**src/rtl/vga_sync_pkg.sv**
```systemverilog
// Shared 640x480@60 timing defaults, derived line/frame constants and helpers
// used by the sync generator and the downstream renderer.
package vga_sync_pkg;

    localparam int unsigned H_DISPLAY_DEF = 640;
    localparam int unsigned H_FRONT_DEF   = 16;
    localparam int unsigned H_SYNC_DEF    = 96;
    localparam int unsigned H_BACK_DEF    = 48;
    localparam int unsigned V_DISPLAY_DEF = 480;
    localparam int unsigned V_FRONT_DEF   = 10;
    localparam int unsigned V_SYNC_DEF    = 2;
    localparam int unsigned V_BACK_DEF    = 33;
    localparam int unsigned CLK_DIV_DEF   = 4;

    localparam int unsigned H_TOTAL_DEF  = H_DISPLAY_DEF + H_FRONT_DEF + H_SYNC_DEF + H_BACK_DEF;
    localparam int unsigned V_TOTAL_DEF  = V_DISPLAY_DEF + V_FRONT_DEF + V_SYNC_DEF + V_BACK_DEF;
    localparam int unsigned HS_START_DEF = H_DISPLAY_DEF + H_FRONT_DEF;
    localparam int unsigned HS_END_DEF   = HS_START_DEF + H_SYNC_DEF - 1;
    localparam int unsigned VS_START_DEF = V_DISPLAY_DEF + V_FRONT_DEF;
    localparam int unsigned VS_END_DEF   = VS_START_DEF + V_SYNC_DEF - 1;

    localparam int unsigned COORD_W = 10;

    // Registered sync pair; both lines are active low.
    typedef struct packed {
        logic hsync;
        logic vsync;
    } sync_pair_t;

    // Counter width able to hold 0..modulus-1, never narrower than one bit.
    function automatic int unsigned cnt_width(input int unsigned modulus);
        return (modulus > 1) ? $clog2(modulus) : 1;
    endfunction

endpackage

```
**src/rtl/mod_counter.sv**
```systemverilog
// Modulo-MOD up-counter with enable; wrap flags the terminal count MOD-1.
module mod_counter #(
    parameter int unsigned WIDTH = 10,
    parameter int unsigned MOD   = 800
) (
    input  logic             clk,
    input  logic             reset,
    input  logic             en,
    output logic [WIDTH-1:0] q,
    output logic             wrap
);

    logic [WIDTH-1:0] cnt_q;
    logic [WIDTH-1:0] cnt_d;

    assign wrap = (cnt_q == WIDTH'(MOD - 1));
    assign q    = cnt_q;

    always_comb begin
        cnt_d = cnt_q;
        if (en) begin
            cnt_d = wrap ? '0 : cnt_q + WIDTH'(1);
        end
    end

    always_ff @(posedge clk or negedge reset) begin
        if (!reset) begin
            cnt_q <= '0;
        end else begin
            cnt_q <= cnt_d;
        end
    end

endmodule

```
**src/rtl/vga_sync.sv**
```systemverilog
// VGA timing generator: pixel-rate divider, raw h/v counters, zero-skew
// registered syncs and a frame-start pulse on the (0,0) wrap.
module vga_sync
    import vga_sync_pkg::*;
#(
    parameter int unsigned H_DISPLAY = H_DISPLAY_DEF,
    parameter int unsigned H_FRONT   = H_FRONT_DEF,
    parameter int unsigned H_SYNC    = H_SYNC_DEF,
    parameter int unsigned H_BACK    = H_BACK_DEF,
    parameter int unsigned V_DISPLAY = V_DISPLAY_DEF,
    parameter int unsigned V_FRONT   = V_FRONT_DEF,
    parameter int unsigned V_SYNC    = V_SYNC_DEF,
    parameter int unsigned V_BACK    = V_BACK_DEF,
    parameter int unsigned CLK_DIV   = CLK_DIV_DEF
) (
    input  logic               clk,
    input  logic               reset,
    output logic               hsync,
    output logic               vsync,
    output logic               video_on,
    output logic               p_tick,
    output logic [COORD_W-1:0] x,
    output logic [COORD_W-1:0] y,
    output logic               frame_start
);

    localparam int unsigned H_TOTAL  = H_DISPLAY + H_FRONT + H_SYNC + H_BACK;
    localparam int unsigned V_TOTAL  = V_DISPLAY + V_FRONT + V_SYNC + V_BACK;
    localparam int unsigned HS_START = H_DISPLAY + H_FRONT;
    localparam int unsigned HS_END   = HS_START + H_SYNC - 1;
    localparam int unsigned VS_START = V_DISPLAY + V_FRONT;
    localparam int unsigned VS_END   = VS_START + V_SYNC - 1;
    localparam int unsigned DIV_W    = cnt_width(CLK_DIV);

    logic [DIV_W-1:0]   div_cnt;
    logic               div_wrap;
    logic [COORD_W-1:0] h_cnt;
    logic               h_wrap;
    logic [COORD_W-1:0] v_cnt;
    logic               v_wrap;
    logic               v_en;

    logic [COORD_W-1:0] h_next;
    logic [COORD_W-1:0] v_next;
    sync_pair_t         sync_q;
    sync_pair_t         sync_d;
    logic               frame_start_q;
    logic               frame_start_d;

    mod_counter #(.WIDTH(DIV_W), .MOD(CLK_DIV)) u_div (
        .clk   (clk),
        .reset (reset),
        .en    (1'b1),
        .q     (div_cnt),
        .wrap  (div_wrap)
    );

    mod_counter #(.WIDTH(COORD_W), .MOD(H_TOTAL)) u_h_cnt (
        .clk   (clk),
        .reset (reset),
        .en    (div_wrap),
        .q     (h_cnt),
        .wrap  (h_wrap)
    );

    assign v_en = div_wrap & h_wrap;

    mod_counter #(.WIDTH(COORD_W), .MOD(V_TOTAL)) u_v_cnt (
        .clk   (clk),
        .reset (reset),
        .en    (v_en),
        .q     (v_cnt),
        .wrap  (v_wrap)
    );

    assign p_tick   = (div_cnt == DIV_W'(CLK_DIV - 1));
    assign x        = h_cnt;
    assign y        = v_cnt;
    assign video_on = (h_cnt < COORD_W'(H_DISPLAY)) && (v_cnt < COORD_W'(V_DISPLAY));

    // Syncs decode the counts the counters are about to load, so they land with x/y.
    always_comb begin
        h_next        = h_cnt;
        v_next        = v_cnt;
        sync_d        = sync_q;
        frame_start_d = 1'b0;
        if (div_wrap) begin
            h_next = h_wrap ? '0 : h_cnt + COORD_W'(1);
        end
        if (v_en) begin
            v_next = v_wrap ? '0 : v_cnt + COORD_W'(1);
        end
        sync_d.hsync  = !((h_next >= COORD_W'(HS_START)) && (h_next <= COORD_W'(HS_END)));
        sync_d.vsync  = !((v_next >= COORD_W'(VS_START)) && (v_next <= COORD_W'(VS_END)));
        frame_start_d = v_en & v_wrap;
    end

    always_ff @(posedge clk or negedge reset) begin
        if (!reset) begin
            sync_q        <= '{hsync: 1'b1, vsync: 1'b1};
            frame_start_q <= 1'b0;
        end else begin
            sync_q        <= sync_d;
            frame_start_q <= frame_start_d;
        end
    end

    assign hsync       = sync_q.hsync;
    assign vsync       = sync_q.vsync;
    assign frame_start = frame_start_q;

endmodule
```
**config.mk**
```make
export PLATFORM = sky130hd
export DESIGN_NAME = vga_sync
export DESIGN_NICKNAME = d
export VERILOG_FILES = /design/src/rtl/vga_sync_pkg.sv /design/src/rtl/mod_counter.sv /design/src/rtl/vga_sync.sv
export SDC_FILE = /design/constraint.sdc
export NUM_CORES = 1
export LEC_CHECK = 0
export ABC_AREA = 1
export CAP_MARGIN = 20
export CORE_MARGIN = 10
export CORE_UTILIZATION = 52
export CTS_CLUSTER_SIZE = 30
export DETAILED_ROUTE_END_ITERATION = 8
export HOLD_SLACK_MARGIN = 0.08
export MAX_ROUTING_LAYER = met4
export PLACE_DENSITY = 0.79
export SLEW_MARGIN = 20
export SYNTH_ARGS = -nofsm -noshare
export SYNTH_HDL_FRONTEND = slang
export SYNTH_SLANG_ARGS = --single-unit
```
**constraint.sdc**
```tcl
create_clock -name clk -period 1.7 [get_ports clk]
set_clock_uncertainty 0.05 [all_clocks]
set_input_delay 0.34 -clock clk [delete_from_list [all_inputs] [get_ports clk]]
set_output_delay 0.34 -clock clk [all_outputs]
set_load 0.02 [all_outputs]
```
==> flow_summary.json, run 1 <==
{
  "status": "finished with violations",
  "failed_checks": "negative setup slack",
  "gp_congestion": 0.884,
  "core_um2": 2730,
  "required_ns": 1.31,
  "p_sw_w": 0.000205,
  "pwr-share-seq_pct": 66.5,
  "nFillCells": 180,
  "reg2reg_to": "vsync$_DFF_PN1_",
  "yosys_warnings": 0,
  "yosysTopAreaCell": "dfrtp_1",
  "antenna_found_initial": 0,
  "grt_pass1_wl_mm": 6.70,
  "finalHoldViolations": 0,
  "min-delay-path-class": "input pin to async pin",
  "clock-sinks": 25,
  "crit_type": "register to output pin",
  "seq_area_um2": 638,
  "final_common_cell": "nand2_1",
  "grt_max_degree": 26,
  "vdd_drop_max_mv": 0.522,
  "netlist_instances": 206,
  "yosysSeqAreaShare_pct": 42.5,
  "slew_viol_final": 0,
  "tightest_slew_ns": 0.327,
  "p_int_w": 0.000691,
  "dp_hpwl_mm": 2.94,
  "power_w": 0.000895,
  "switching_share_pct": 22.9,
  "drc": 0,
  "multiInputGateArea_um2": 828,
  "max_cap_viol_count": 0,
  "grt_pass1_vias": 1515,
  "worstSetupEndpointType": "output pin",
  "drtIter0Drc": 179,
  "cp_max_fo": 2,
  "syn_nets": 212,
  "synth_seq_cells": 25,
  "start_util_pct": 54.1,
  "synthTopCellsByArea": "dfrtp_1 (39%), nand2_1 (14%), inv_1 (9.6%)",
  "num_rows": 19,
  "share_comb_of_total_power_pct": 1.7,
  "synth_area_um2": 1480,
  "synth.top_cell.area_share_pct": 38.9,
  "fin_nets": 290,
  "dieArea_um2": 5380,
  "vias": 1634,
  "reg2regPathDepth": 10,
  "cp.arrival_ns": 1.40,
  "first_pass_iters": 4,
  "root_buffer": "clkbuf_4",
  "cts_buffers": 3,
  "hold_buffers": 0,
  "die_x_um": 73.3,
  "leakage_nw": 1.23,
  "worst_slack_ns": -0.0856,
  "relSlewSlack_pct": 78.2,
  "clk_path_buf_depth": 2,
  "synth_cell_types": 26,
  "finalSetupViolations": 2,
  "avgViaCountPerCell": 5.20,
  "insertedDiodeCount": 0,
  "powerDensity_nw_per_um2": 394,
  "post_dp_cell_area_um2": 2010,
  "fin_cells": 314,
  "cts_tree": "built",
  "clkPwrFrac_pct": 31.8,
  "final_cell_area_um2": 2270,
  "r2r_slack_ns": -0.01,
  "r2r-start": "u_h_cnt.q[7]$_DFF_PN0_",
  "boundaryPins": 27,
  "rsz0062_at_grt": "true",
  "syn_avg_cell_area_um2": 7.18,
  "wl_per_cell_um": 14.8,
  "worstSkewPairLatency_ns": 0.33,
  "grtUsageTotal_pct": 15.9,
  "final_cell_mix": "nand2_1 (47), buf_4 (46), inv_1 (35), nor2_1 (29), dlygate4sd2_1 (19)",
  "fp.dieH_um": 73.3,
  "place_ws_ns": -0.217,
  "startpoint_type": "register",
  "fin_crit_sh_pct": 105,
  "ant_nets": 0,
  "dp.cells": 292,
  "port_buffers": 26,
  "drive_above_1_share_pct": 35.0,
  "wirelength_mm": 4.65,
  "clk_pin_slew_ns": 0.16,
  "syn_to_final_growth_pct": 53.6,
  "min_period_ns": 1.79,
  "htree_levels": 1,
  "grt-ovfl-total": 0,
  "fmax_mhz": 560
}
-- how the worst max path moves through the flow --
| stage | slack (ns) | cells past startpoint | to | startpoint |
|---|---|---|---|---|
| after floorplan | 0.06 | 9 | vsync$_DFF_PN1_ | u_h_cnt.q[1]$_DFF_PN0_ |
| after global placement | -0.21 | 4 | video_on | u_h_cnt.q[9]$_DFF_PN0_ |
| after detailed placement | -0.22 | 4 | video_on | u_h_cnt.q[9]$_DFF_PN0_ |
| after CTS | -0.11 | 4 | video_on | u_h_cnt.q[9]$_DFF_PN0_ |
| after global routing | -0.13 | 3 | video_on | u_h_cnt.q[7]$_DFF_PN0_ |
| final | -0.09 | 3 | video_on | u_h_cnt.q[7]$_DFF_PN0_ |
-- metrics by stage --
stage / util, % / setup TNS [ns] / hold WS (ns)
finish: 83.1 / -0.0947 / 0.293
global route: 83.1 / -0.404 / 0.321
CTS: 76.8 / -0.137 / 0.319
detailed placement: 73.4 / -0.226 / 0.377
global placement: 73.4 / -0.209 / 0.367
floorplan: - / 0 / -0.00559
-- power by group through the flow --
stage	Combinational, W	Sequential (W)	Clock, W
6_report	0.0000151	0.000595	0.000285
4_1_cts	0.0000160	0.000595	0.000277
3_3_place_gp	0.0000157	0.000606	0
3_5_place_dp	0.0000162	0.000606	0
5_1_grt	0.0000171	0.000595	0.000303
2_1_floorplan	0.000000000490	0.000606	0
-- registers in the layout, summed over array words and instances, names as in the netlist --
name,flops
frame_start,1
hsync,1
u_div.q,2
u_h_cnt.q,10
u_v_cnt.q,10
vsync,1
-- synthesized netlist by cell type, drive strengths merged --
cell	count
dfrtp	23
a21oi	6
xor2	2
ha	4
nand3	16
nand2	57
buf	1
inv	38
o21ai	6
nor2	37
a31oi	1
dfstp	2
or2	2
nand3b	1
a2111oi	1
nand4	3
and3	1
o22ai	1
nor3	4
-- layer usage --
layer	vias up	global-route usage, %	wire length [um]
met5	-	-	0
met4	0	4.97	80
met3	11	2.29	258
met2	60	27.3	2410
met1	769	18.6	1900
li1	794	-	-
-- timing repair --
item,4_1_cts,5_1_grt
pin swaps,9,14
setup endpoints to repair,26,12
resized for setup,43,35
buffers inserted,7,11
-- worst max-delay path, stage by stage (launching register included) --
cell	delay, ns
dfrtp_1	0.43
buf_4	0.15
a2111oi_4	0.28
buf_4	0.20
-- kinds of logic (layout without fill, tap and decap cells) --
logic type               Yosys count  in the layout  synth area share [%]
AO/OA/AOI/OAI                     15             15                  6.18
XOR/XNOR                           2              2                  1.18
adder cells (fa/ha/maj)            4              4                  3.38
buffers and inverters             39            116                  9.98
flip-flops                        25             25                  42.5
AND/OR/NAND/NOR                  121            121                  36.8
-- layout make-up --
cell class / instances / share of cell area (%)
multi-input combinational: 142 / 36.5
sequential: 25 / 28.1
timing repair buffer: 74 / 26.2
inverter: 38 / 6.39
tap: 31 / 1.71
clock buffer: 4 / 1.16
Power figures use the tool's default switching activity.
==> run 2, diff against run 1 <==
- CAP_MARGIN: 20 -> not set
- GPL_TIMING_DRIVEN: not set -> 1
==> results of run 2 <==
Final layout, timing and power as in run 1 (identical DEF).
==> run 3, diff against run 2 <==
- TNS_END_PERCENT: not set -> 30
==> flow_summary.json, run 3 (synthesis results as in run 1) <==
{
  "status": "finished with violations",
  "failed_checks": "negative setup slack",
  "cp_max_fo": 5,
  "core_um2": 2730,
  "start_util_pct": 54.1,
  "dp_hpwl_mm": 2.84,
  "p_int_w": 0.000695,
  "nFillCells": 184,
  "fin_nets": 285,
  "tightest_slew_ns": 0.328,
  "min-delay-path-class": "input pin to async pin",
  "grt_pass1_vias": 1381,
  "grt-ovfl-total": 0,
  "slew_viol_final": 0,
  "crit_buf_inv": 1,
  "grt_max_degree": 26,
  "grt_pass1_wl_mm": 6.35,
  "relSlewSlack_pct": 78.2,
  "crit_type": "register to output pin",
  "cpMaxStageDelayCell": "dfrtp_1",
  "first_pass_iters": 5,
  "multiInputGateArea_um2": 812,
  "clkPwrFrac_pct": 33.4,
  "cp.arrival_ns": 1.48,
  "use_met2_pct": 22.7,
  "boundaryPins": 27,
  "final_cell_mix": "nand2_1 (50), buf_4 (42), inv_1 (37), nor2_1 (32), dfrtp_1 (23)",
  "root_buffer": "clkbuf_4",
  "dp.cells": 287,
  "finalHoldViolations": 0,
  "max_cap_viol_count": 0,
  "cts_buffers": 3,
  "p_sw_w": 0.000221,
  "insertedDiodeCount": 0,
  "ant_nets": 0,
  "port_buffers": 26,
  "cp_cell_sequence": "nand2_2 > nor3_2 > a2111oi_4 > buf_4",
  "startpoint_type": "register",
  "final_cell_area_um2": 2190,
  "met3_usage_pct": 2.83,
  "post_dp_cell_area_um2": 1970,
  "drc": 0,
  "required_ns": 1.31,
  "critPathMaxStageDelay_ns": 0.43,
  "share_comb_of_total_power_pct": 1.7,
  "leakage_nw": 1.22,
  "final_common_cell": "nand2_1",
  "antenna_found_initial": 0,
  "switching_share_pct": 24.1,
  "pwr-share-seq_pct": 65.0,
  "dieArea_um2": 5380,
  "crit_family": "flip-flops",
  "cts_tree": "built",
  "min_period_ns": 1.87,
  "worst_slack_ns": -0.167,
  "fp.dieH_um": 73.3,
  "clock-sinks": 25,
  "fin_crit_sh_pct": 110,
  "worstSetupEndpointType": "output pin",
  "grtUsageTotal_pct": 15.0,
  "rsz0062_at_grt": "true",
  "powerDensity_nw_per_um2": 418,
  "grtUsageMet1_pct": 19.6,
  "drive_above_1_share_pct": 29.9,
  "clk_path_buf_depth": 2,
  "wirelength_mm": 4.66,
  "gp_congestion": 0.851,
  "drtIter0Drc": 217,
  "clk_pin_slew_ns": 0.16,
  "htree_levels": 1,
  "num_rows": 19,
  "vias": 1602,
  "fin_cells": 309,
  "worstSkewPairLatency_ns": 0.35,
  "fmax_mhz": 536,
  "avgViaCountPerCell": 5.18,
  "busiest_layer": "met2",
  "syn_to_final_growth_pct": 48.3,
  "vdd_drop_max_mv": 0.652,
  "finalSetupViolations": 6,
  "seq_area_um2": 628,
  "wl_per_cell_um": 15.1,
  "die_x_um": 73.3
}
## run 3: worst paths after layout
path / from / end / slack (ns) / cells after the start
max in group asynchronous: reset / hsync$_DFF_PN1_ / 1.00 / 2
worst max register to register: u_h_cnt.q[1]$_DFF_PN0_ / vsync$_DFF_PN1_ / -0.10 / 10
min in group clk: u_div.q[0]$_DFF_PN0_ / u_div.q[0]$_DFF_PN0_ / 0.39 / 1
worst max-delay path: u_v_cnt.q[6]$_DFF_PN0_ / video_on / -0.17 / 4
worst min register to register: u_div.q[0]$_DFF_PN0_ / u_div.q[0]$_DFF_PN0_ / 0.39 / 1
worst min-delay path: reset / u_h_cnt.q[2]$_DFF_PN0_ / 0.29 / 2
## run 3: per-stage QoR
stage	setup TNS, ns	setup slack [ns]	hold WS [ns]	utilization [%]	power, W
CTS	-0.262	-0.179	0.305	72.1	0.000910
floorplan	-0.0231	-0.0231	-0.00559	-	0.000606
global route	-1.34	-0.232	0.305	80.2	0.000940
global placement	-0.214	-0.214	0.366	71.9	0.000621
detailed placement	-0.310	-0.234	0.375	71.9	0.000622
finish	-0.428	-0.167	0.288	80.2	0.000916
## run 3: repair_timing
item                       4_1_cts  5_1_grt
resized for setup               31       40
setup buffers                    0       18
hold buffers                     0        0
pin swaps                        0       14
setup endpoints to repair       27       14
## run 3: layout make-up
cell class                 count  share of cell area (%)
multi-input combinational    142                    37.0
sequential                    25                    28.6
timing repair buffer          69                    24.6
inverter                      38                    6.50
tap                           31                    1.77
clock buffer                   3                    1.03
clock inverter                 1                   0.399
## run 3: worst register-to-register path, cell delays in order (launching register included)
cell,delay (ns)
dfrtp_1,0.40
ha_2,0.22
nand2_2,0.08
nor2_4,0.19
nand3_4,0.13
nor2_8,0.18
nand2_1,0.09
nand2_1,0.11
nand3_2,0.11
nor2_2,0.12
nand3_1,0.08
## run 3: metal layers
layer | vias up | wire [um]
met2 | 55 | 2240
li1 | 782 | -
met5 | - | 0
met1 | 751 | 2000
met3 | 14 | 267
met4 | 0 | 147
## run 3: power groups by stage
stage	Combinational [W]	Sequential [W]	Clock, W
finish	0.0000153	0.000595	0.000306
global route	0.0000174	0.000595	0.000328
CTS	0.0000156	0.000595	0.000300
detailed placement	0.0000158	0.000606	0
global placement	0.0000155	0.000606	0
floorplan	0.000000000490	0.000606	0
